$ cat config.mk
export PLATFORM = sky130hd
export DESIGN_NAME = mio_arbiter_flat
export DESIGN_NICKNAME = d
export VERILOG_FILES = /design/src/rtl/mio_arb_pkg.sv /design/src/rtl/mio_arbiter_if.sv /design/src/rtl/mio_arbiter_rr_pick2.sv /design/src/rtl/mio_arbiter.sv /design/src/flat_wrapper.sv
export SDC_FILE = /design/constraint.sdc
export NUM_CORES = 1
export LEC_CHECK = 0
export CORE_ASPECT_RATIO = 0.7
export CORE_MARGIN = 8
export CORE_UTILIZATION = 31
export CTS_BUF_LIST = sky130_fd_sc_hd__clkbuf_4 sky130_fd_sc_hd__clkbuf_8
export DETAILED_ROUTE_END_ITERATION = 10
export PLACE_DENSITY_LB_ADDON = 0.25
export RECOVER_POWER = 100
export SETUP_SLACK_MARGIN = 0.05
export SYNTH_ARGS = -nofsm -noshare
export SYNTH_HDL_FRONTEND = slang
export SYNTH_HIERARCHICAL = 1
export SYNTH_SLANG_ARGS = --single-unit
$ cat constraint.sdc
create_clock -name clk -period 1.8 [get_ports clk]
set_input_delay 0.27 -clock clk [delete_from_list [all_inputs] [get_ports clk]]
set_output_delay 0.27 -clock clk [all_outputs]
set_load 0.05 [all_outputs]
$ cat src/rtl/mio_arb_pkg.sv
// mio_arb_pkg: state encoding and grant codes shared by the arbiter files
package mio_arb_pkg;
  typedef enum logic [1:0] {IDLE, OWN_CPU, OWN_DMA, DONE} state_t;
  localparam logic [1:0] GNT_NONE = 2'b00;
  localparam logic [1:0] GNT_CPU = 2'b01;
  localparam logic [1:0] GNT_DMA = 2'b10;
endpackage

$ cat src/rtl/mio_arbiter_if.sv
// mio_arbiter_if: request/complete handshake between a requester (master) and a responder (slave)
interface mio_arbiter_if;
  logic req;
  logic we;
  logic [31:0] addr;
  logic [31:0] wdata;
  logic ack;
  logic [31:0] rdata;
  modport master (output req, we, addr, wdata, input ack, rdata);
  modport slave (input req, we, addr, wdata, output ack, rdata);
endinterface

$ cat src/rtl/mio_arbiter_rr_pick2.sv
// rr_pick2: two-way round-robin picker, pick=1 selects requester 1 (DMA)
module rr_pick2 (
  input  logic [1:0] req,
  input  logic       last,
  output logic       pick
);
  assign pick = req[1] & (~req[0] | ~last);
endmodule

$ cat src/rtl/mio_arbiter.sv
// mio_arbiter: round-robin CPU/DMA arbiter for a shared memory/IO bus with ack timeout
module mio_arbiter
  import mio_arb_pkg::*;
#(
  parameter int MAX_WAIT = 16
) (
  input  logic                 clk,
  input  logic                 reset,
  mio_arbiter_if.slave         cpu,
  mio_arbiter_if.slave         dma,
  mio_arbiter_if.master        bus,
  output logic                 timeout,
  output logic [1:0]           grant
);
  state_t state;
  logic last;
  logic pick;
  logic own;
  logic expired;
  logic [7:0] cnt;
  logic [31:0] cpu_rd, dma_rd;
  logic to_q;
  rr_pick2 u_pick (.req({dma.req, cpu.req}), .last(last), .pick(pick));
  assign own = state == OWN_CPU || state == OWN_DMA;
  assign expired = cnt == 8'(MAX_WAIT - 1);
  // last doubles as the current owner from entry into OWN_x through DONE
  always_ff @(posedge clk) begin
    if (!reset) begin
      state <= IDLE;
      last <= 1'b1;
      cnt <= '0;
      cpu_rd <= '0;
      dma_rd <= '0;
      to_q <= 1'b0;
    end else if (state == IDLE) begin
      if (cpu.req || dma.req) begin
        state <= pick ? OWN_DMA : OWN_CPU;
        last <= pick;
        cnt <= '0;
      end
    end else if (own) begin
      if (bus.ack || expired) begin
        state <= DONE;
        to_q <= ~bus.ack;
        if (last) dma_rd <= bus.ack ? bus.rdata : '0;
        else cpu_rd <= bus.ack ? bus.rdata : '0;
      end else cnt <= cnt + 8'd1;
    end else begin
      state <= IDLE;
      to_q <= 1'b0;
    end
  end
  always_comb begin
    bus.req = own;
    bus.we = own & (last ? dma.we : cpu.we);
    bus.addr = own ? (last ? dma.addr : cpu.addr) : '0;
    bus.wdata = own ? (last ? dma.wdata : cpu.wdata) : '0;
    cpu.ack = state == DONE && !last;
    dma.ack = state == DONE && last;
    cpu.rdata = cpu_rd;
    dma.rdata = dma_rd;
    timeout = to_q;
    grant = state == IDLE ? GNT_NONE : (last ? GNT_DMA : GNT_CPU);
  end
endmodule

$ cat src/flat_wrapper.sv
// flat-port wrapper written by rule: the top's interface ports become plain ports
module mio_arbiter_flat import mio_arb_pkg::*;
#(
  parameter int MAX_WAIT = 16
)
  (clk, reset, timeout, grant, cpu_req, cpu_we, cpu_addr, cpu_wdata, cpu_ack, cpu_rdata, dma_req, dma_we, dma_addr, dma_wdata, dma_ack, dma_rdata, bus_req, bus_we, bus_addr, bus_wdata, bus_ack, bus_rdata);
  mio_arbiter_if cpu_i ();
  mio_arbiter_if dma_i ();
  mio_arbiter_if bus_i ();
  input  logic clk;
  input  logic reset;
  output logic timeout;
  output logic [1:0] grant;
  input wire logic [$bits(cpu_i.req)-1:0] cpu_req;
  input wire logic [$bits(cpu_i.we)-1:0] cpu_we;
  input wire logic [$bits(cpu_i.addr)-1:0] cpu_addr;
  input wire logic [$bits(cpu_i.wdata)-1:0] cpu_wdata;
  output wire logic [$bits(cpu_i.ack)-1:0] cpu_ack;
  output wire logic [$bits(cpu_i.rdata)-1:0] cpu_rdata;
  input wire logic [$bits(dma_i.req)-1:0] dma_req;
  input wire logic [$bits(dma_i.we)-1:0] dma_we;
  input wire logic [$bits(dma_i.addr)-1:0] dma_addr;
  input wire logic [$bits(dma_i.wdata)-1:0] dma_wdata;
  output wire logic [$bits(dma_i.ack)-1:0] dma_ack;
  output wire logic [$bits(dma_i.rdata)-1:0] dma_rdata;
  output wire logic [$bits(bus_i.req)-1:0] bus_req;
  output wire logic [$bits(bus_i.we)-1:0] bus_we;
  output wire logic [$bits(bus_i.addr)-1:0] bus_addr;
  output wire logic [$bits(bus_i.wdata)-1:0] bus_wdata;
  input wire logic [$bits(bus_i.ack)-1:0] bus_ack;
  input wire logic [$bits(bus_i.rdata)-1:0] bus_rdata;
  assign cpu_i.req = cpu_req;
  assign cpu_i.we = cpu_we;
  assign cpu_i.addr = cpu_addr;
  assign cpu_i.wdata = cpu_wdata;
  assign cpu_ack = cpu_i.ack;
  assign cpu_rdata = cpu_i.rdata;
  assign dma_i.req = dma_req;
  assign dma_i.we = dma_we;
  assign dma_i.addr = dma_addr;
  assign dma_i.wdata = dma_wdata;
  assign dma_ack = dma_i.ack;
  assign dma_rdata = dma_i.rdata;
  assign bus_req = bus_i.req;
  assign bus_we = bus_i.we;
  assign bus_addr = bus_i.addr;
  assign bus_wdata = bus_i.wdata;
  assign bus_i.ack = bus_ack;
  assign bus_i.rdata = bus_rdata;
  mio_arbiter #(.MAX_WAIT(MAX_WAIT)) u_core (.clk(clk), .reset(reset), .cpu(cpu_i), .dma(dma_i), .bus(bus_i), .timeout(timeout), .grant(grant));
endmodule
# Word-level counts from Yosys, hierarchy flattened

Cells that the tools add are included.

$add $sub $neg: 1
Eq/ne operators: 8
Mux-type cells: 19
Bitwise gates (word level): 7
Reduce and logical (&&, ||, !) cells: 14

Operator list:

| operator              | count |
|---|---|
| $mux W32              | 5 |
| $mux W8               | 4 |
| $mux W2               | 7 |
| $add A8 B1 Y8 const B | 1 |
| $eq A8 B4 Y1 const B  | 1 |
| $reduce_and A4 Y1     | 2 |
| $reduce_and A2 Y1     | 3 |
| $eq A2 B2 Y1 const B  | 2 |
| $ne A2 B2 Y1 const B  | 2 |
| $not A1 Y1            | 4 |
| $logic_or A1 B1 Y1    | 3 |
| $mux W1               | 3 |
| $ne A3 B3 Y1 const B  | 1 |
| $reduce_and A3 Y1     | 1 |
| $and A1 B1 Y1         | 2 |
| $eq A2 B1 Y1 const B  | 1 |
| $logic_and A1 B1 Y1   | 2 |
| $logic_not A2 Y1      | 1 |
| $ne A2 B1 Y1 const B  | 1 |
| $reduce_bool A2 Y1    | 1 |
| $logic_not A1 Y1      | 1 |
| $or A1 B1 Y1          | 1 |

Bits in registers: 76
Bits of input ports: 167
Output and inout bits: 135

# Longest topological paths before layout

Depth in word-level cells: 6
Gate-level depth with buffers: 8

# By module

Netlist, hierarchy kept.

Modules (own cells, without submodules):

| module      | instances | cells each | area an instance (um^2) | sequential area each (um^2) |
|---|---|---|---|---|
| mio_arbiter | 1         | 381        | 3913.8                  | 1521.5 |
| rr_pick2    | 1         | 1          | 11.3                    | 0.0 |

# Worst setup path after synthesis

OpenSTA, ideal clock, no wires.

Path kind: reg2out
From: register u_core.state[0]
To: output bus_wdata[11]
Data arrival time: 2.450 ns
Required time: 1.530 ns
Slack: -0.920 ns
Cell stages (with the launch flop): 7
Path buffers: 3
Path through: dfxtp_1 inv_1 ha_1 buf_2 clkbuf_1 clkbuf_1 nor2b_1

Cells in the longest elaborated chain, start to end: 3
Elaborated cells between the ends (all ways): 4
Classes of those cells: 2 x eq/ne; 1 x mux; 1 x reduce/logical

RTL lines:

| item                                         | line               | RTL |
|---|---|---|
| from (decl)                                  | mio_arbiter.sv:15  | `state_t state;` |
| from (signal assigned)                       | mio_arbiter.sv:37  | `state <= pick ? OWN_DMA : OWN_CPU;` |
| $eq A2 B1 Y1 or $eq A2 B2 Y1 (tied branches) | mio_arbiter.sv:24  | `assign own = state == OWN_CPU \|\| state == OWN_DMA;` |
| $logic_or A1 B1 Y1 *                         | mio_arbiter.sv:24  |  |
| named net bus_req                            | flat_wrapper.sv:26 | `output wire logic [$bits(bus_i.req)-1:0] bus_req;` |
| $mux W32 *                                   | mio_arbiter.sv:57  | `bus.wdata = own ? (last ? dma.wdata : cpu.wdata) : '0;` |
| to (decl)                                    | flat_wrapper.sv:29 | `output wire logic [$bits(bus_i.wdata)-1:0] bus_wdata;` |

The timed path passes the listed nets; every way through them passes the cells marked *.

# Worst setup path in the final report

From: register u_core.last
To: output bus_addr[4]

Cells in the longest elaborated chain, start to end: 2

RTL lines:

| item                   | line               | RTL |
|---|---|---|
| from (decl)            | mio_arbiter.sv:16  | `logic last;` |
| from (signal assigned) | mio_arbiter.sv:38  | `last <= pick;` |
| $mux W32 (2 in series) | mio_arbiter.sv:56  | `bus.addr = own ? (last ? dma.addr : cpu.addr) : '0;` |
| to (decl)              | flat_wrapper.sv:28 | `output wire logic [$bits(bus_i.addr)-1:0] bus_addr;` |

Every way passes these cells.

==> results.ini <==
[status]
status=finished with violations
violations=negative setup slack

[clocking]
cts_max_level=3
cts_max_path_buffers=2
cts_tree=yes
cts.clk_slew.worst_paths_ps=80
insertion_delay_ps=350
cts_hold_buffers=0
cts-root-buf=clkbuf_8
cts_buffers=9
cts.sinks=76

[pwr]
power.switching_w=0.00726
power_frac_seq_pct=12.4
peakVddDrop_mv=1.43
power.leakage_nw=3.85
power_frac_comb_pct=79.5
power.internal_w=0.00909
p_clk_share_pct=8.1
power_density_nw_per_um2=1820
sw_frac_of_total_pct=44.4

[grt]
antenna_found_initial=0
grt_max_degree=35
grt_pass1_vias=4874
grt-ovfl-total=0
grt_pass1_wl_mm=27.7
grt_usage_pct=21.7

[critical_path]
critPathMostFrequentCell=buf_12
critPathMaxStageDelay_ps=460
slowest_stage=dfxtp_4
reg2reg_to=u_core/dma.rdata[12]
critical_path_class=flip-flop to output pin
reg2reg_depth=8
crit_required_ps=1530
start_kind=flip-flop
arrival_ps=1640
crit_path_end_kind=output pin
crit_chain=buf_12 > mux2i_2 > buf_4 > nor2b_4 > buf_12
rrSetupSlack_ps=-30
r2r_start=u_core/state[1]
critical_path.max_fanout=16

[routing]
drtIter0Drc=259
routedWlPerCell_um=22.6
ant_nets=0
drt_wl_total_mm=19.8
dr_total_vias=4521
post-route-drc-count=0
drt_first_pass_iters=4
viasPerCell=5.16

[sta]
tns_ps=-4820
hold_slack_ps=401
final.setup.worst_slack_ps=-108
tightest_slew_ps=682
setup_viol=77
skew_ps=8.44
hold_viol=0
fmax_mhz=524
slew_violations=0
fin_crit_ps=1910
rsz0062_at_grt=true
fin_crit_sh_pct=106
max-slew-margin-rel_pct=54.7

[floorplan]
core-area_um2=12400
ioPinCount=302
die_area_um2=16600
die_w_um=150
initial_utilization_pct=31.7
row_count=34
dieHeight_um=110

[logic_synthesis]
yosys.cell_count.top_type=dfxtp_1
ys.flop_type=dfxtp_1
syn_inst=382
yosysWarnings=6
syn_nets=553
synth_top_family_by_area=compound AO/OA/AOI/OAI gates
muxShareOfSynthArea_pct=17.1
synth_cell_type_count=34
synth-seq-area-share_pct=38.8
postSynthAreaPerCell_um2=10.3
synth-simple-area-share_pct=14.2
synth_compound_area_share_pct=23.2
synthArstFlopShare_pct=0
synth-xor-area-share_pct=0
yosys-top-cells-count=76 x dfxtp_1, 68 x nor2b_1, 67 x mux2i_1
synth_edf_count=0
synth_top_area_cell=dfxtp_1
synthAdderAreaFrac_pct=1.28
synthesis.area_um2=3930
yosysTopAreaCellShare_pct=38.8
ys_ff_latch=76
synth_area_leaders=dfxtp_1 39%, mux2i_1 17%, a32o_1 16%

[layout]
drive_gt1_share_pct=33.1
areaGrowthSynthToFinish_pct=128
fillCellCount=867
antenna_cells=0
fin_nets=880

[place]
hpwl_mm=15.4
io_buffers=301
dp_worst_setup_slack_ps=18.7
place.gp.congestion=0.799

[min_path]
hold_path_end=u_core/cnt[7]
holdCritStartpoint=bus_ack
hold_depth=4
min_path_type=input port to flip-flop

[run]
maxCapViolCount=0

[state kept, by name, indices dropped and copies added (netlist names)]
name,flops
u_core/dma.rdata,32
u_core/cnt,8
u_core/cpu.rdata,32
u_core/state,2
u_core/last,1
u_core/timeout,1
[metrics by stage]
stage               total power [W]  cells  cell area, µm²  util [%]
floorplan                   0.00901    382            4510         -
global placement             0.0141    837            8460      68.4
detailed placement           0.0142    837            8460      68.4
CTS                          0.0160    866            8810      71.2
global route                 0.0169    876            8970      72.4
finish                       0.0163    876            8970      72.4
[layer usage]
metal | global-route usage (%) | share of wire [%] | vias to the layer above
met2 | 40.8 | 53 | 201
li1 | - | - | 2107
met1 | 22.6 | 36 | 2200
met5 | 0 | 0 | -
met3 | 8.73 | 10 | 13
met4 | 4.69 | 0.80 | 0
[kinds of logic after synthesis]
| family | Yosys count |
|---|---|
| AO/OA/AOI/OAI | 99 |
| adder cells (fa/ha/maj) | 4 |
| buffers and inverters | 43 |
| flip-flops | 76 |
| multiplexers | 67 |
| AND/OR/NAND/NOR | 93 |
[power by group through the flow]
| stage | registers (W) | logic (W) | clock network [W] |
|---|---|---|---|
| 2_1_floorplan | 0.00258 | 0.00643 | 0 |
| 3_3_place_gp | 0.00208 | 0.0120 | 0 |
| 3_5_place_dp | 0.00209 | 0.0121 | 0 |
| 4_1_cts | 0.00203 | 0.0127 | 0.00135 |
| 5_1_grt | 0.00205 | 0.0134 | 0.00143 |
| 6_report | 0.00203 | 0.0130 | 0.00132 |
[layout make-up]
class                           instances  area [µm²]  share of cell area (%)
Multi-Input combinational cell        263        2820                    31.4
Clock buffer                           11         145                    1.62
Sequential cell                        76        1530                    17.1
Inverter                                5        18.8                   0.209
Clock inverter                          5        60.1                   0.670
Tap cell                              162         203                    2.26
Timing Repair Buffer                  354        4190                    46.8
[layout by cell type, fill, tap and decap left out, types with 2 or more instances in the layout]
cell	count
dfxtp_1	72
buf_6	6
clkbuf_1	19
inv_2	2
clkbuf_16	6
inv_1	3
a2bb2oi_1	3
a31oi_4	2
a32o_1	64
mux2i_1	52
nand3_1	2
o31a_1	2
dfxtp_4	2
buf_8	4
clkbuf_8	10
buf_4	22
and3_4	2
clkbuf_2	2
dlygate4sd2_1	48
a21oi_1	9
buf_2	3
buf_12	79
nor2b_4	66
ha_1	3
clkdlybuf4s50_1	165
a31oi_1	3
nand2_1	2
a21boi_0	2
nor3_1	3
nor2_1	7
mux2i_4	3
o211ai_1	2
o21a_1	2
dfxtp_2	2
mux2i_2	12
o21ai_0	6
[worst max-delay path, delay by kind of cell (launching register included)]
kind                   cells  cell delay, ps
buffers and inverters      3             500
flip-flops                 1             460
multiplexers               1             280
AND/OR/NAND/NOR            1              40
[worst max-delay path by stage]
stage / startpoint / endpoint / slack [ps] / cells past startpoint
floorplan: u_core/state[0] / bus_wdata[11] / 20 / 6
global placement: u_core/state[1] / u_core/cnt[5] / 80 / 6
detailed placement: u_core/state[1] / u_core/cnt[5] / 20 / 6
CTS: u_core/last / bus_addr[0] / -120 / 5
global route: u_core/last / bus_wdata[27] / -170 / 4
finish: u_core/last / bus_addr[4] / -110 / 5
[timing repair]
| item | CTS | global route |
|---|---|---|
| buffers inserted | 12 | 4 |
| setup endpoints to repair | 123 | 139 |
| resized for setup | 69 | 20 |
| pin swaps | 4 | 65 |
| cloned | 1 | 8 |
| endpoints found under the hold margin | 0 | 0 |
Note: power is estimated with default switching activity, not from simulation.
